File: src/rtl/pipediv_stream.sv
// pipediv_stream: fully pipelined restoring divider with valid/ready streaming, signed mode, dbz/ovf flags and tag
module pipediv_stream #(
    parameter int DIVIDENDLEN    = 16,
    parameter int DIVISORLEN     = 8,
    parameter int BITS_PER_STAGE = 1,
    parameter int TAGW           = 4
) (
    input  logic                   i_clock,
    input  logic                   i_reset,
    input  logic                   i_in_valid,
    output logic                   o_in_ready,
    input  logic                   i_in_signed,
    input  logic [DIVIDENDLEN-1:0] i_dividend,
    input  logic [DIVISORLEN-1:0]  i_divisor,
    input  logic [TAGW-1:0]        i_in_tag,
    output logic                   o_out_valid,
    input  logic                   i_out_ready,
    output logic [DIVIDENDLEN-1:0] o_quotient,
    output logic [DIVISORLEN-1:0]  o_remainder,
    output logic                   o_dbz,
    output logic                   o_ovf,
    output logic [TAGW-1:0]        o_out_tag
);
    localparam int N = DIVIDENDLEN;
    localparam int M = DIVISORLEN;
    localparam int B = BITS_PER_STAGE;
    localparam int L = N / B;
    localparam int W = N + M - 1;

    logic            r_vld [L];
    logic [W-1:0]    r_pr  [L];
    logic [M-1:0]    r_dv  [L];
    logic [N-1:0]    r_q   [L];
    logic            r_nq  [L];
    logic            r_nr  [L];
    logic            r_dbz [L];
    logic            r_ovf [L];
    logic [TAGW-1:0] r_tag [L];

    logic         w_stall;
    logic         w_sn;
    logic         w_sd;
    logic [N-1:0] w_an;
    logic [M-1:0] w_ad;
    logic         w_unused;

    assign w_stall     = o_out_valid & ~i_out_ready;
    assign o_in_ready  = ~w_stall;
    assign w_sn        = i_in_signed & i_dividend[N-1];
    assign w_sd        = i_in_signed & i_divisor[M-1];
    assign w_an        = w_sn ? -i_dividend : i_dividend;
    assign w_ad        = w_sd ? -i_divisor : i_divisor;
    assign o_out_valid = r_vld[L-1];
    assign o_quotient  = r_q[L-1];
    assign o_remainder = r_pr[L-1][M-1:0];
    assign o_dbz       = r_dbz[L-1];
    assign o_ovf       = r_ovf[L-1];
    assign o_out_tag   = r_tag[L-1];
    // The last stage holds only the formatted result; its raw divisor/sign state is dead
    assign w_unused    = ^{r_pr[L-1][W-1:M], r_dv[L-1], r_nq[L-1], r_nr[L-1]};

    genvar k;
    generate
        for (k = 0; k < L; k++) begin : g_stage
            logic            w_v;
            logic            w_nq;
            logic            w_nr;
            logic            w_z;
            logic            w_o;
            logic [TAGW-1:0] w_t;
            logic [W-1:0]    w_pi;
            logic [W-1:0]    w_po;
            logic [W-1:0]    w_pn;
            logic [W-1:0]    w_sh;
            logic [M-1:0]    w_di;
            logic [N-1:0]    w_qi;
            logic [N-1:0]    w_qo;
            logic [N-1:0]    w_qn;
            if (k == 0) begin : g_first
                // Stage 0 works on magnitudes; signs and special cases are decided here and carried along
                assign w_v  = i_in_valid;
                assign w_pi = W'(w_an);
                assign w_di = w_ad;
                assign w_qi = '0;
                assign w_nq = w_sn ^ w_sd;
                assign w_nr = w_sn;
                assign w_z  = i_divisor == '0;
                assign w_o  = i_in_signed & (i_dividend == {1'b1, {(N-1){1'b0}}}) & (&i_divisor);
                assign w_t  = i_in_tag;
            end else begin : g_next
                assign w_v  = r_vld[k-1];
                assign w_pi = r_pr[k-1];
                assign w_di = r_dv[k-1];
                assign w_qi = r_q[k-1];
                assign w_nq = r_nq[k-1];
                assign w_nr = r_nr[k-1];
                assign w_z  = r_dbz[k-1];
                assign w_o  = r_ovf[k-1];
                assign w_t  = r_tag[k-1];
            end
            // Resolve this stage's quotient bits MSB first by compare-and-subtract against the shifted divisor
            always_comb begin
                w_po = w_pi;
                w_qo = w_qi;
                w_sh = '0;
                for (int j = 0; j < B; j++) begin
                    w_sh = W'(w_di) << (N - 1 - k * B - j);
                    w_qo = w_qo | (N'(w_po >= w_sh) << (N - 1 - k * B - j));
                    w_po = (w_po >= w_sh) ? w_po - w_sh : w_po;
                end
            end
            if (k == L - 1) begin : g_fmt
                logic [M-1:0] w_r;
                logic         w_unused_pr;
                assign w_r         = w_nr ? -w_po[M-1:0] : w_po[M-1:0];
                assign w_qn        = w_z ? '1 : (w_nq ? -w_qo : w_qo);
                assign w_pn        = w_z ? '0 : W'(w_r);
                assign w_unused_pr = ^w_po[W-1:M];
            end else begin : g_raw
                assign w_qn = w_qo;
                assign w_pn = w_po;
            end
            // Stage register: the whole pipe freezes together while the output is back-pressured
            always_ff @(posedge i_clock) begin
                if (i_reset) begin
                    r_vld[k] <= 1'b0;
                    r_pr[k]  <= '0;
                    r_dv[k]  <= '0;
                    r_q[k]   <= '0;
                    r_nq[k]  <= 1'b0;
                    r_nr[k]  <= 1'b0;
                    r_dbz[k] <= 1'b0;
                    r_ovf[k] <= 1'b0;
                    r_tag[k] <= '0;
                end else if (!w_stall) begin
                    r_vld[k] <= w_v;
                    r_pr[k]  <= w_pn;
                    r_dv[k]  <= w_di;
                    r_q[k]   <= w_qn;
                    r_nq[k]  <= w_nq;
                    r_nr[k]  <= w_nr;
                    r_dbz[k] <= w_z;
                    r_ovf[k] <= w_o;
                    r_tag[k] <= w_t;
                end
            end
        end
    endgenerate
endmodule
File: config.mk
export PLATFORM = sky130hd
export DESIGN_NAME = pipediv_stream
export DESIGN_NICKNAME = d
export VERILOG_FILES = /design/src/rtl/pipediv_stream.sv
export SDC_FILE = /design/constraint.sdc
export NUM_CORES = 1
export LEC_CHECK = 0
export CAP_MARGIN = 20
export CELL_PAD_IN_SITES_DETAIL_PLACEMENT = 0
export CELL_PAD_IN_SITES_GLOBAL_PLACEMENT = 2
export CORE_ASPECT_RATIO = 0.5
export CORE_MARGIN = 3
export CORE_UTILIZATION = 44
export DETAILED_ROUTE_END_ITERATION = 12
export PLACE_DENSITY = 0.77
export REMOVE_ABC_BUFFERS = 1
export SYNTH_ARGS = -nofsm -noshare
export SYNTH_HDL_FRONTEND = slang
export SYNTH_SLANG_ARGS = --single-unit
export TNS_END_PERCENT = 5
File: constraint.sdc
create_clock -name i_clock -period 14.05 [get_ports i_clock]
set_input_delay 2.81 -clock i_clock [delete_from_list [all_inputs] [get_ports i_clock]]
set_output_delay 2.81 -clock i_clock [all_outputs]
set_load 0.01 [all_outputs]
## Yosys cells after proc, flatten, opt, wreduce, memory -nomap -nowiden

Memory sizes are Yosys's and may differ from the RTL's.
Cells that the tools add are included.

- Memories: 9
- Bits of input ports: 33
- Bits in writable memories: 896
- Memory bits (read-only): 0
- Latch bits: 0
- Word-level logic and storage cells: 386
- Output and inout port bits: 32
- Bits in registers: 0

- Shift-type cells: 0
- Reductions and logical operators: 2
- Add/sub/neg operators: 20
- Equal/unequal tests: 1
- Div/mod/pow operators: 0
- Multipliers: 0
- Magnitude comparators: 16
- Multiplexer cells: 171
- Bitwise operators: 167

Memories:

| memory | depth | bits a word | read ports | clocked after memory_dff | wr ports | RTL line | source |
|---|---|---|---|---|---|---|---|
| r_pr | 16 | 23 | 16 | 0 | 16 | 31 | `logic [W-1:0] r_pr [L];` |
| r_q | 16 | 16 | 16 | 0 | 16 | 33 | `logic [N-1:0] r_q [L];` |
| r_dv | 16 | 8 | 15 | 0 | 16 | 32 | `logic [M-1:0] r_dv [L];` |
| r_tag | 16 | 4 | 16 | 0 | 16 | 38 | `logic [TAGW-1:0] r_tag [L];` |
| r_dbz | 16 | 1 | 16 | 0 | 16 | 36 | `logic r_dbz [L];` |
| r_nq | 16 | 1 | 15 | 0 | 16 | 34 | `logic r_nq [L];` |
| +3 memories | -- | -- | -- | -- | -- | -- |  |

Operators with widths:

| kind | count |
|---|---|
| 23-bit 2-to-1 mux | 31 |
| 16-bit 2-to-1 mux | 19 |
| 8-bit 2-to-1 mux | 20 |
| 1-bit bitwise OR | 144 |
| 1-bit 2-to-1 mux | 85 |
| 4-bit 2-to-1 mux | 16 |
| 16-bit negator | 2 |
| 16-bit by 23-bit greater-or-equal comparator with 1-bit output | 1 |
| 23-bit by 10-bit greater-or-equal comparator with 1-bit output | 1 |
| 23-bit by 11-bit greater-or-equal comparator with 1-bit output | 1 |
| 23-bit by 12-bit greater-or-equal comparator with 1-bit output | 1 |
| 23-bit by 13-bit greater-or-equal comparator with 1-bit output | 1 |
| 23-bit by 14-bit greater-or-equal comparator with 1-bit output | 1 |
| 23-bit by 15-bit greater-or-equal comparator with 1-bit output | 1 |
| 23-bit by 16-bit greater-or-equal comparator with 1-bit output | 1 |
| 23-bit by 17-bit greater-or-equal comparator with 1-bit output | 1 |
| 23-bit by 18-bit greater-or-equal comparator with 1-bit output | 1 |
| 23-bit by 19-bit greater-or-equal comparator with 1-bit output | 1 |
| 23-bit by 20-bit greater-or-equal comparator with 1-bit output | 1 |
| 23-bit by 21-bit greater-or-equal comparator with 1-bit output | 1 |
| 23-bit by 22-bit greater-or-equal comparator with 1-bit output | 1 |
| 23-bit by 8-bit greater-or-equal comparator with 1-bit output | 1 |
| 23-bit by 9-bit greater-or-equal comparator with 1-bit output | 1 |
| 16-bit by 23-bit subtractor with 23-bit output | 1 |
| other kinds (37) | 43 |

## Depth between registers and ports, before layout

An unclocked memory read counts as a cell.

- Depth in word-level cells: 7
- Gate-level depth with buffers: 16
- Mapped depth without buffers: 14

## Worst setup path after synthesis

No wires, ideal clock.

- Kind: input -> register
- Start: in i_out_ready
- End: mem r_dbz[0] (enable)
- Data required time: 13.237 ns
- Setup time: 0.813 ns
- Arrival: 11.963 ns
- Stages: 2
- Path buffers: 0
- Slack: 1.273 ns
- Cell sequence: nand2b_1 > or2_2

RTL lines:

| element | RTL line | source |
|---|---|---|
| start: declaration | 17 | `input logic i_out_ready,` |
| end: declaration | 36 |  |

## Worst setup path in the final report

- Start: in i_out_ready
- End: out o_in_ready

- Cells in the longest elaborated chain, start to end: 3

RTL lines:

| element | RTL line | source |
|---|---|---|
| 1-bit inverter | 47 | `assign w_stall = o_out_valid & ~i_out_ready;` |
| 1-bit bitwise AND | 47 |  |
| 1-bit inverter | 48 | `assign o_in_ready = ~w_stall;` |
| end: declaration | 11 | `output logic o_in_ready,` |

No other way between the ends.

==> impl_metrics.json <==
{
  "crit_family": "buffers and inverters",
  "core.rowCount": 75,
  "slowest_stage": "clkdlybuf4s50_1",
  "h-tree-depth": 3,
  "seq_area_um2": 22600,
  "num_vias": 22600,
  "grt_pass1_vias": 22400,
  "required_ns": 11.24,
  "status": "complete, no violations",
  "die_w_um": 420,
  "die-height_um": 213,
  "cts_root_buf": "clkbuf_16",
  "dp.cells": 4289,
  "ir_drop_uv": 84.9,
  "synth_common_cells": "edfxtp_1, nor2_1, and2_1, inv_1, nand2_1",
  "syn_to_final_growth_pct": 10.7,
  "powerDensity_nw_per_um2": 174,
  "startpoint": "i_out_ready",
  "pin_count": 65,
  "crit_top_cell": "clkdlybuf4s50_1",
  "hold_path.class": "flip-flop to flip-flop",
  "combPwrFrac": 0.342,
  "core_area_um2": 84400,
  "min_period_over_period": 0.489,
  "worstPathCellList": "clkdlybuf4s50_1 -> nand2b_1 -> clkdlybuf4s50_1",
  "synth.area.top_cells": "edfxtp_1, and2_1, ha_1, nor2_1, xnor2_1",
  "antenna_found_initial": 0,
  "yosysMostFrequentCell": "edfxtp_1",
  "maxCapViolations": 0,
  "path_clk_slew_ns": 0.07,
  "clkSinkCount": 751,
  "cts_hold_buf": 0,
  "yosysSeqAreaShare": 0.598,
  "p_leak_nw": 16.5,
  "drt-initial-drc-count": 1221,
  "async_flop_share": 0,
  "fmax_mhz": 146,
  "drive_above_1_share": 0.0473,
  "skew_ns": 0.0176,
  "post_cts.repair.setup_buffers": 0,
  "vias_per_cell": 5.13,
  "cp.arrival_ns": 4.06,
  "finalNetCount": 3423,
  "yosys_warnings": 0,
  "wl_per_cell_um": 15.8,
  "netlist.area_leader.share": 0.598,
  "gr-total-overflow": 0,
  "cp_num_cells": 3,
  "internal_power_mw": 4.87,
  "grt_pass1_wl_mm": 115,
  "gp_congestion": 0.852,
  "start_kind": "primary input",
  "dp_hpwl_mm": 47.0,
  "path_max_fanout": 4,
  "cts_buffers": 71,
  "final_cells": 4416,
  "endpoint": "o_in_ready",
  "clkLatencyLatePin_ns": 0.64,
  "synth_edf_count": 751,
  "pwr-share-clk": 0.253,
  "setup_violations": 0,
  "dieArea_um2": 89400,
  "hold_viol_final": 0,
  "grt_setup_unrepaired": "no",
  "clock_path_buffers": 3,
  "worst_slew_margin_rel": 0.338,
  "initial_utilization": 0.447,
  "fillers": 7465,
  "cts_tree": "yes",
  "period_minus_slack_ns": 6.87,
  "ys_ff_latch": 751,
  "end_kind": "output port",
  "drc": 0,
  "grt_max_degree": 253,
  "multiInputGateArea_um2": 14000,
  "worst_slew_pin_slew_ns": 0.992,
  "synth_ff_type": "edfxtp_1",
  "syn_area_um2": 37700,
  "max_stage_delay_ns": 0.58,
  "holdWs_ns": 0.505,
  "num_antenna_cells": 0,
  "cts-resized-gates": 0,
  "power.switching_mw": 2.41,
  "avgSynthCellArea_um2": 11.7,
  "slew_violations": 0,
  "r2r_end": "r_q[1][126]",
  "synth_area_leader_cell": "edfxtp_1",
  "crit_type": "primary input to output port",
  "worstReg2RegStart": "r_pr[7][4]",
  "drtAntennaViolNets": 0,
  "timing.critical_path.buf_inv": 2,
  "first_pass_iters": 5,
  "regToRegSetupSlack_ns": 9.75,
  "ys_types": 78,
  "pwr-share-seq": 0.405,
  "grtUsageTotal": 0.160,
  "wirelength_mm": 70.0,
  "swShare": 0.331,
  "postSynthCellCount": 3212,
  "r2r_cells": 13,
  "port_buffers": 64
}
-- state kept, by name, indices dropped and copies added (netlist names) --
register	flops
r_nq	15
r_vld	16
r_dbz	16
r_tag	64
r_q	136
r_nr	15
r_ovf	16
r_pr	353
r_dv	120
-- through the flow --
step	area, um^2	setup TNS (ns)	power (mW)	utilization	setup WS [ns]
floorplan	37200	-14.59	4.88	-	-1.44
global placement	39500	0	5.48	0.468	7.19
detailed placement	39500	0	5.49	0.468	7.18
CTS	41700	0	7.37	0.494	7.17
global route	41700	0	7.79	0.494	7.10
finish	41700	0	7.27	0.494	7.18
-- worst min path at each step --
| stage | end | cells past startpoint | startpoint |
|---|---|---|---|
| 6_report | r_q[0][123] | 1 | r_q[0][107] |
| 5_1_grt | r_q[0][123] | 1 | r_q[0][107] |
| 3_3_place_gp | r_nr[0][3] | 1 | r_nr[0][2] |
| 2_1_floorplan | r_dbz[10] | 1 | r_dbz[9] |
| 4_1_cts | r_q[0][62] | 1 | r_q[0][46] |
| 3_5_place_dp | r_q[1][71] | 1 | r_q[1][55] |
-- final cells by class --
type | count | share of cell area
inverters | 176 | 0.0158
repair buffers | 87 | 0.0213
well taps | 1116 | 0.0335
multi-input cells | 2161 | 0.336
clock inverters | 37 | 0.00756
flip-flops and latches | 751 | 0.541
clock buffers | 88 | 0.0446
-- power by group through the flow --
stage | sequential [mW] | clock, mW | combinational [mW]
after floorplan | 2.94 | 0 | 1.94
after global placement | 2.99 | 0 | 2.49
after detailed placement | 3.00 | 0 | 2.49
after CTS | 2.95 | 1.91 | 2.51
after global routing | 2.97 | 2.00 | 2.82
final | 2.94 | 1.84 | 2.49
-- cells by family (layout without fill, tap and decap cells) --
logic type / after synthesis / in the layout / synth area share
muxes: 58 / 58 / 0.0155
xor gates and xnor gates: 133 / 133 / 0.0309
adders and majority gates: 142 / 142 / 0.0501
AOI/OAI and AO/OA: 480 / 480 / 0.0830
and+or+nand+nor: 1348 / 1348 / 0.192
buffers and inverters: 300 / 388 / 0.0301
DFF: 751 / 751 / 0.598
-- cells in the final DEF (no fill, tap or decap), types with 20 or more instances in the layout --
master             n
nand2_1          131
nand3_1           43
o21ai_0          109
xor2_1            39
nor2b_1           42
clkbuf_16         72
o21a_1            56
or3_1             59
a211oi_1          36
inv_1            176
a21oi_1          115
clkdlybuf4s50_1   64
ha_1             127
nand4_1           23
nand2b_1          45
and2_1           375
nor4b_1           20
nor2_1           384
edfxtp_1         751
mux2i_1           56
o31ai_1           28
xnor2_1           94
nor4_1            54
nor3_1            66
or4_1             37
-- metal layers --
layer	vias up	part of all wire	track usage
met2	271	0.51	0.291
met4	0	0.031	0.0575
li1	11700	-	-
met5	-	0	0
met1	10500	0.43	0.190
met3	128	0.028	0.0297
(Power assumes the default switching activity.)
